--- src/rtl/mc_controller_if.sv ---
// mc_controller_if: control-unit <-> datapath signal bundle.
// master = control unit, slave = datapath side.
interface mc_controller_if;
  logic [6:0] op;
  logic [2:0] funct3;
  logic       funct7b5;
  logic       zero;
  logic       mem_ready;
  logic       pc_write;
  logic       adr_src;
  logic       mem_write;
  logic       ir_write;
  logic [1:0] result_src;
  logic [1:0] alu_src_a;
  logic [1:0] alu_src_b;
  logic [1:0] imm_src;
  logic       reg_write;
  logic [2:0] alu_control;
  logic       illegal_op;
  logic [3:0] state;

  modport master (
    input  op, funct3, funct7b5, zero, mem_ready,
    output pc_write, adr_src, mem_write, ir_write,
    output result_src, alu_src_a, alu_src_b, imm_src,
    output reg_write, alu_control, illegal_op, state
  );

  modport slave (
    output op, funct3, funct7b5, zero, mem_ready,
    input  pc_write, adr_src, mem_write, ir_write,
    input  result_src, alu_src_a, alu_src_b, imm_src,
    input  reg_write, alu_control, illegal_op, state
  );
endinterface

--- src/rtl/mc_controller.sv ---
// mc_controller: multicycle RISC-V control unit.
// Moore FSM with memory-ready wait states.
module mc_controller (
  input logic           clk,
  input logic           reset_n,
  mc_controller_if.master bus
);
  typedef enum logic [3:0] {
    S_FETCH    = 4'd0,
    S_DECODE   = 4'd1,
    S_MEMADR   = 4'd2,
    S_MEMREAD  = 4'd3,
    S_MEMWB    = 4'd4,
    S_MEMWRITE = 4'd5,
    S_EXECR    = 4'd6,
    S_ALUWB    = 4'd7,
    S_EXECI    = 4'd8,
    S_JAL      = 4'd9,
    S_BEQ      = 4'd10
  } state_t;

  state_t state_q, state_d;

  logic is_mem, is_r, is_i, is_jal, is_beq;
  logic pc_update, branch;
  logic [1:0] alu_op;

  assign is_mem = (bus.op == 7'b0000011) |
                  (bus.op == 7'b0100011);
  assign is_r   = bus.op == 7'b0110011;
  assign is_i   = bus.op == 7'b0010011;
  assign is_jal = bus.op == 7'b1101111;
  assign is_beq = bus.op == 7'b1100011;

  // Next-state selection; stray codes fall back to FETCH.
  always_comb begin
    state_d = S_FETCH;
    case (state_q)
      S_FETCH:
        state_d = bus.mem_ready ? S_DECODE : S_FETCH;
      S_DECODE: begin
        unique case (1'b1)
          is_mem:  state_d = S_MEMADR;
          is_r:    state_d = S_EXECR;
          is_i:    state_d = S_EXECI;
          is_jal:  state_d = S_JAL;
          is_beq:  state_d = S_BEQ;
          default: state_d = S_FETCH;
        endcase
      end
      S_MEMADR:
        state_d = bus.op[5] ? S_MEMWRITE : S_MEMREAD;
      S_MEMREAD:
        state_d = bus.mem_ready ? S_MEMWB : S_MEMREAD;
      S_MEMWRITE:
        state_d = bus.mem_ready ? S_FETCH : S_MEMWRITE;
      S_EXECR, S_EXECI, S_JAL:
        state_d = S_ALUWB;
      default:
        state_d = S_FETCH;
    endcase
  end

  // State register; reset aborts any instruction in flight.
  always_ff @(posedge clk or negedge reset_n) begin
    if (!reset_n) state_q <= S_FETCH;
    else          state_q <= state_d;
  end

  // Moore control outputs per state.
  always_comb begin
    pc_update      = 1'b0;
    branch         = 1'b0;
    alu_op         = 2'b00;
    bus.adr_src    = 1'b0;
    bus.mem_write  = 1'b0;
    bus.ir_write   = 1'b0;
    bus.result_src = 2'b00;
    bus.alu_src_a  = 2'b00;
    bus.alu_src_b  = 2'b00;
    bus.reg_write  = 1'b0;
    bus.illegal_op = 1'b0;
    case (state_q)
      S_FETCH: begin
        bus.alu_src_b  = 2'b10;
        bus.result_src = 2'b10;
        bus.ir_write   = bus.mem_ready;
        pc_update      = bus.mem_ready;
      end
      S_DECODE: begin
        bus.alu_src_a  = 2'b01;
        bus.alu_src_b  = 2'b01;
        bus.illegal_op = ~(is_mem | is_r | is_i |
                           is_jal | is_beq);
      end
      S_MEMADR: begin
        bus.alu_src_a = 2'b10;
        bus.alu_src_b = 2'b01;
      end
      S_MEMREAD:
        bus.adr_src = 1'b1;
      S_MEMWB: begin
        bus.result_src = 2'b01;
        bus.reg_write  = 1'b1;
      end
      S_MEMWRITE: begin
        bus.adr_src   = 1'b1;
        bus.mem_write = 1'b1;
      end
      S_EXECR: begin
        bus.alu_src_a = 2'b10;
        alu_op        = 2'b10;
      end
      S_EXECI: begin
        bus.alu_src_a = 2'b10;
        bus.alu_src_b = 2'b01;
        alu_op        = 2'b10;
      end
      S_ALUWB:
        bus.reg_write = 1'b1;
      S_JAL: begin
        bus.alu_src_a = 2'b01;
        bus.alu_src_b = 2'b10;
        pc_update     = 1'b1;
      end
      S_BEQ: begin
        bus.alu_src_a = 2'b10;
        alu_op        = 2'b01;
        branch        = 1'b1;
      end
      default: ;
    endcase
  end

  assign bus.pc_write = pc_update | (branch & bus.zero);
  assign bus.state    = state_q;

  // ALU operation decode; only R-type subtracts on funct7b5.
  always_comb begin
    bus.alu_control = 3'b000;
    case (alu_op)
      2'b01: bus.alu_control = 3'b001;
      2'b10: begin
        case (bus.funct3)
          3'b000:
            bus.alu_control =
              (bus.funct7b5 & bus.op[5]) ? 3'b001 : 3'b000;
          3'b010:  bus.alu_control = 3'b101;
          3'b110:  bus.alu_control = 3'b011;
          3'b111:  bus.alu_control = 3'b010;
          default: bus.alu_control = 3'b000;
        endcase
      end
      default: bus.alu_control = 3'b000;
    endcase
  end

  // Immediate format from opcode, independent of state.
  always_comb begin
    bus.imm_src = 2'b00;
    unique case (1'b1)
      bus.op == 7'b0100011: bus.imm_src = 2'b01;
      is_beq:               bus.imm_src = 2'b10;
      is_jal:               bus.imm_src = 2'b11;
      default:              bus.imm_src = 2'b00;
    endcase
  end
endmodule

--- src/flat_wrapper.sv ---
// flat-port wrapper written by rule: the top's interface ports become plain ports
module mc_controller_flat 
  (clk, reset_n, bus_op, bus_funct3, bus_funct7b5, bus_zero, bus_mem_ready, bus_pc_write, bus_adr_src, bus_mem_write, bus_ir_write, bus_result_src, bus_alu_src_a, bus_alu_src_b, bus_imm_src, bus_reg_write, bus_alu_control, bus_illegal_op, bus_state);
  mc_controller_if bus_i ();
  input logic clk;
  input logic reset_n;
  input wire logic [$bits(bus_i.op)-1:0] bus_op;
  input wire logic [$bits(bus_i.funct3)-1:0] bus_funct3;
  input wire logic [$bits(bus_i.funct7b5)-1:0] bus_funct7b5;
  input wire logic [$bits(bus_i.zero)-1:0] bus_zero;
  input wire logic [$bits(bus_i.mem_ready)-1:0] bus_mem_ready;
  output wire logic [$bits(bus_i.pc_write)-1:0] bus_pc_write;
  output wire logic [$bits(bus_i.adr_src)-1:0] bus_adr_src;
  output wire logic [$bits(bus_i.mem_write)-1:0] bus_mem_write;
  output wire logic [$bits(bus_i.ir_write)-1:0] bus_ir_write;
  output wire logic [$bits(bus_i.result_src)-1:0] bus_result_src;
  output wire logic [$bits(bus_i.alu_src_a)-1:0] bus_alu_src_a;
  output wire logic [$bits(bus_i.alu_src_b)-1:0] bus_alu_src_b;
  output wire logic [$bits(bus_i.imm_src)-1:0] bus_imm_src;
  output wire logic [$bits(bus_i.reg_write)-1:0] bus_reg_write;
  output wire logic [$bits(bus_i.alu_control)-1:0] bus_alu_control;
  output wire logic [$bits(bus_i.illegal_op)-1:0] bus_illegal_op;
  output wire logic [$bits(bus_i.state)-1:0] bus_state;
  assign bus_i.op = bus_op;
  assign bus_i.funct3 = bus_funct3;
  assign bus_i.funct7b5 = bus_funct7b5;
  assign bus_i.zero = bus_zero;
  assign bus_i.mem_ready = bus_mem_ready;
  assign bus_pc_write = bus_i.pc_write;
  assign bus_adr_src = bus_i.adr_src;
  assign bus_mem_write = bus_i.mem_write;
  assign bus_ir_write = bus_i.ir_write;
  assign bus_result_src = bus_i.result_src;
  assign bus_alu_src_a = bus_i.alu_src_a;
  assign bus_alu_src_b = bus_i.alu_src_b;
  assign bus_imm_src = bus_i.imm_src;
  assign bus_reg_write = bus_i.reg_write;
  assign bus_alu_control = bus_i.alu_control;
  assign bus_illegal_op = bus_i.illegal_op;
  assign bus_state = bus_i.state;
  mc_controller u_core (.clk(clk), .reset_n(reset_n), .bus(bus_i));
endmodule
--- config.mk ---
export PLATFORM = sky130hd
export DESIGN_NAME = mc_controller_flat
export DESIGN_NICKNAME = d
export VERILOG_FILES = /design/src/rtl/mc_controller_if.sv /design/src/rtl/mc_controller.sv /design/src/flat_wrapper.sv
export SDC_FILE = /design/constraint.sdc
export NUM_CORES = 1
export LEC_CHECK = 0
export CORE_MARGIN = 2
export CORE_UTILIZATION = 40
export CTS_CLUSTER_DIAMETER = 60
export DETAILED_ROUTE_END_ITERATION = 7
export PLACE_DENSITY = 0.84
export SETUP_SLACK_MARGIN = 0.3
export SLEW_MARGIN = 20
export SYNTH_ARGS = -nofsm -noshare
export SYNTH_HDL_FRONTEND = slang
export SYNTH_SLANG_ARGS = --single-unit
--- constraint.sdc ---
create_clock -name clk -period 3.75 [get_ports clk]
set_input_delay 0.5625 -clock clk [delete_from_list [all_inputs] [get_ports clk]]
set_output_delay 0.5625 -clock clk [all_outputs]
set_load 0.02 [all_outputs]
* Yosys cells after proc, flatten, opt, wreduce, memory -nomap -nowiden
Index checks and enable logic that the tools add are counted.
** Cells by class
- Multipliers :: 0
- Mux-type cells :: 21
- Shift operators :: 0
- Add/sub/neg operators :: 0
- Equality and inequality tests :: 21
- Bitwise operators :: 9
- Div/mod/pow operators :: 0
- Reductions and logical operators :: 10
- Magnitude comparators :: 0
** Operators by type and width (number)
- one-hot mux 4 bit (6 select lines) :: 1
- one-hot mux 4 bit (5 select lines) :: 1
- == test 4 x 3 -> 1 bit (second input constant) :: 4
- one-hot mux 2 bit (2 select lines) :: 4
- == test 7 x 6 -> 1 bit (second input constant) :: 2
- == test 7 bit (second input constant) :: 2
- == test 4 bit (second input constant) :: 3
- one-hot mux 3 bit (4 select lines) :: 1
- OR reduction 2 bit :: 5
- two-way mux 3 bit :: 3
- == test 4 x 2 -> 1 bit (second input constant) :: 2
- two-way mux 1 bit :: 8
- == test 7 x 2 -> 1 bit (second input constant) :: 1
- == test 7 x 5 -> 1 bit (second input constant) :: 1
- == test 3 bit (second input constant) :: 2
- OR 1 bit :: 6
- one-hot mux 2 bit (3 select lines) :: 1
- one-hot mux 3 bit (2 select lines) :: 1
- OR reduction 3 bit :: 2
- == test 4 x 1 -> 1 bit (second input constant) :: 1
- zero test 4 bit :: 1
- OR reduction 4 bit :: 1
- == test 3 x 2 -> 1 bit (second input constant) :: 1
- zero test 3 bit :: 1
- 5 further kinds :: 6
** Storage, ports and cells
- Logic and storage cells :: 62
- Output and inout port bits :: 21
- RAM bits :: 0
- Flip-flop bits (word level) :: 4
- Latch bits :: 0
- Memories :: 0
- ROM bits :: 0

* Logic depth before layout (Yosys ltp)
Gate-level depths: netlist (run 1).
- Depth in word-level cells :: 8
- Gate-level depth with buffers :: 9
- Gate-level depth less buffers :: 9

* Worst setup path after synthesis (run 1)
No wires, ideal clock.
- Path type :: register to output
- From :: register u_core.state_q[1], in the netlist u_core.bus.state[1]
- To :: output bus_alu_control[2]
- Cell stages (with the launch flop) :: 8
- Arrival time :: 2049 ps
- Setup slack :: 1138 ps
- Cells stage by stage :: dfrtp_1 > buf_2 > inv_1 > nand2_1 > a21oi_1 > inv_1 > ha_1 > nor4_1
** On the way
- Longest elaborated chain between the ends :: 5
** Ends and longest elaborated chain
- start, declared :: RTL line mc_controller.sv:22 : state_t state_q, state_d;
- start signal, assigned :: RTL line mc_controller.sv:67 : else state_q <= state_d;
- == test 4 x 3 -> 1 bit or == test 4 bit (tied branches) :: RTL line mc_controller.sv:83 : case (state_q)
- OR reduction 2 bit (no source line)
- one-hot mux 2 bit (2 select lines) (*) :: RTL line mc_controller.sv:83
- == test 2 bit or == test 2 x 1 -> 1 bit (tied branches) :: RTL line mc_controller.sv:141 : case (alu_op)
- one-hot mux 3 bit (2 select lines) (*) :: RTL line mc_controller.sv:141
- end, declared :: RTL line flat_wrapper.sv:21 : output wire logic [$bits(bus_i.alu_control)-1:0] bus_alu_control;
Mark *: on every way between the ends. The rest lies on a longest branch, timed or not.

* Final worst setup path (run 1)
- From :: register u_core.state_q[2], in the netlist u_core.bus.state[2]
- To :: output bus_alu_control[2]
Same word-level chain as after synthesis.

==> reports/results.tsv, run 1 <==
metric	value	unit
status	finished, final reports clean	
maximum VDD drop	0.2745	mV
die width	43.79	µm
worst setup margin	458.6	ps
crit share post-route	87.77	%
die area	1917	µm²
Worst-Margin Slew	566.7	ps
initial core utilization	42.52	%
min-delay worst type	primary input to asynchronous set/reset pin	
Setup Fix Bufs, Post-CTS	0	
post-DP HPWL	1387	µm
Rel. slew slack	62.22	%
CP Launch Type	register	
most common cell in the netlist	nor2_1	
share of the synthesized area in the top cell type	15.81	%
overall routing resource usage	19.20	%
DR vias	799	
LEAKAGE	0.3709	nW
Non-Filler Instances	143	
Total Wirelength	1786	µm
final hold vios	0	
vias per cell	5.587	
CTS tree	done	
Final Net Count	146	
Starting DRT DRC Count	14	
total power	0.0002887	W
Seq/Total Area, Yosys	15.81	%
Mapped Nets	112	
standard-cell rows	14	
TritonRoute pass-1 iters	4	
antenna cell count	0	
CP peak stage delay	650	ps
Async S/R FF share, synth	100.0	%
CTS root buffer	clkbuf_4	
PD cells	290.3	nW/µm²
reg2reg setup slack	2030	ps
post-synth cell types	37	
Synth Cell Area	633.1	µm²
#FFs+latches synth	4	
CTS Hold Bufs	0	
I/O Buffers	35	
final max-slew violation count	0	
synthesized instance count	95	
Core Util, Final	66.81	%
Slowest-stage cell, CP	clkdlybuf4s50_1	
Post-synth top cells	11 x nor2_1, 8 x nand2_1, 7 x a21oi_1	
cts bufs inserted	3	
CP Capture Type	output port	
max reg flops	4	
RSZ-0062 raised after global routing	false	
WL/cell	12.49	µm
Cell Count Post-Placement	140	
clk_lat worst skew	250	ps
Synth area leaders	dfrtp_1 16%, nor2_1 6.5%, a21oi_1 5.5%	
Max Cap Violations	0	
setup tns final	0	ps
initial antenna violation count	0	
Core Area	1489	µm²
post-layout minimum cycle time	3291	ps
CP required	3190	ps
Worst Clk Skew	12.55	ps
Setup WS pre-CTS	705.9	ps
CTS H-tree lvls	1	
endpoints failing setup	0	
Primary FF master, synth	dfrtp_1	
CTS clk-pin slew, worst paths	50	ps
critical path, cell by cell	nor2b_1 -> nand2_1 -> a21oi_1 -> inv_1 -> ha_1 -> nor4_1 -> clkdlybuf4s50_1	
largest net degree at the start of global routing	20	
DRC errors left	0	
IO Count	36	
CP Class	register to output port	
leading area contributor after synthesis	dfrtp_1	
global-route wire length before repair	2842	µm
Worst Path Arrival	2730	ps
vias in the first global route	695	
total grt overflow	0	
DRT antenna net count	0	
mean post-synth cell area	6.664	µm²
Clock Path Buffers	2	
Fillers	137	
number of synthesized flops with an enable pin	0	
Die Y	43.79	µm
share of cells above drive strength 1	7.087	%
crit-path max FO	16	
Yosys warning count	0	
clk sinks	4	
Layout area overhead	57.11	%
Max Clock Freq	0.3038	GHz
gpl congestion	0.7438	
[final cells by class]
type	instances	area [µm²]	share of cell area (%)
Sequential cell	4	101.3	10.19
Clock buffer	3	22.52	2.264
Inverter	5	18.77	1.887
Multi-Input combinational cell	80	481.7	48.43
Timing Repair Buffer	35	350.3	35.22
Tap cell	16	20.02	2.013
[layout by cell type, fill, tap and decap left out]
cell	count
clkdlybuf4s50_1	35
nor2_1	11
nand2_1	8
a21oi_1	7
inv_1	5
o21ai_0	5
nor2b_1	5
nor3_1	5
nand3_1	4
nand2b_1	3
and3_1	3
a31oi_1	3
clkbuf_4	3
dfrtp_1	3
nor4_1	2
nor3b_1	2
nand4_1	2
ha_1	2
and2_1	1
nand2b_4	1
xor2_1	1
o22a_1	1
o22ai_1	1
a31o_2	1
or3_4	1
or3_1	1
o21bai_1	1
mux2i_1	1
o211ai_1	1
o31a_1	1
or2_2	1
and4_1	1
nor4b_1	1
o21a_1	1
xnor2_1	1
or3b_2	1
dfrtp_2	1
[path summary, 6_finish.rpt]
check | startpoint | to | cells past startpoint
max | u_core.bus.state[2] | bus_alu_control[2] | 7
min | reset_n | u_core.bus.state[2] | 1
max reg2reg | u_core.bus.state[0] | u_core.bus.state[1] | 4
min reg2reg | u_core.bus.state[3] | u_core.bus.state[0] | 1
max in group asynchronous | reset_n | u_core.bus.state[3] | 1
min in group clk | u_core.bus.state[3] | u_core.bus.state[0] | 1
[timing repair]
item                                    in CTS  in global routing
gates resized for setup                      0                  1
endpoints found under the setup margin       0                  1
endpoints found under the hold margin        0                  0
[kinds of logic (layout without fill, tap and decap cells)]
| logic type | after synthesis | in the layout | share of synthesized area [%] |
|---|---|---|---|
| buffers and inverters | 11 | 43 | 8.103 |
| XOR/XNOR | 2 | 2 | 2.767 |
| flip-flops | 4 | 4 | 15.81 |
| AND/OR/NAND/NOR | 53 | 53 | 46.64 |
| AO/OA/AOI/OAI | 22 | 22 | 21.15 |
| adder cells (fa/ha/maj) | 2 | 2 | 3.952 |
| multiplexers | 1 | 1 | 1.581 |
[through the flow]
step | hold slack (ps) | area, µm²
finish | 510.5 | 994.7
global route | 528.5 | 994.7
CTS | 510.5 | 993.5
detailed placement | 781.6 | 970.9
global placement | 773.6 | 970.9
floorplan | 266.9 | 633.1
[metal layers]
metal | global-route usage, % | up-vias | wire length, µm
met5 | 0 | - | 0
met3 | 5.417 | 2 | 98
li1 | - | 405 | -
met1 | 24.94 | 370 | 803
met2 | 30.88 | 22 | 868
met4 | 5.455 | 0 | 16
[report_power, final]
| part | internal (W) | switching (W) | leakage (nW) |
|---|---|---|---|
| combinational | 0.0000869 | 0.0000793 | 0.305 |
| sequential | 0.0000469 | 0.0000182 | 0.0525 |
| clock | 0.0000360 | 0.0000213 | 0.0138 |
| total | 0.000170 | 0.000119 | 0.371 |
[critical path: cells and delay by family, from the launching register on]
family / cells / cell delay [ps]
buffers and inverters: 2 / 720
adders and majority gates: 1 / 290
DFF: 1 / 630
and+or+nand+nor: 3 / 650
AOI/OAI and AO/OA: 1 / 200
Note: power is estimated with default switching activity, not from simulation.
==> inputs of run 2 (changes only) <==
Settings changed: CTS_CLUSTER_DIAMETER 60 to 30.
==> results of run 2 <==
Same layout as run 1: the final DEF is identical, and so are final timing and power.
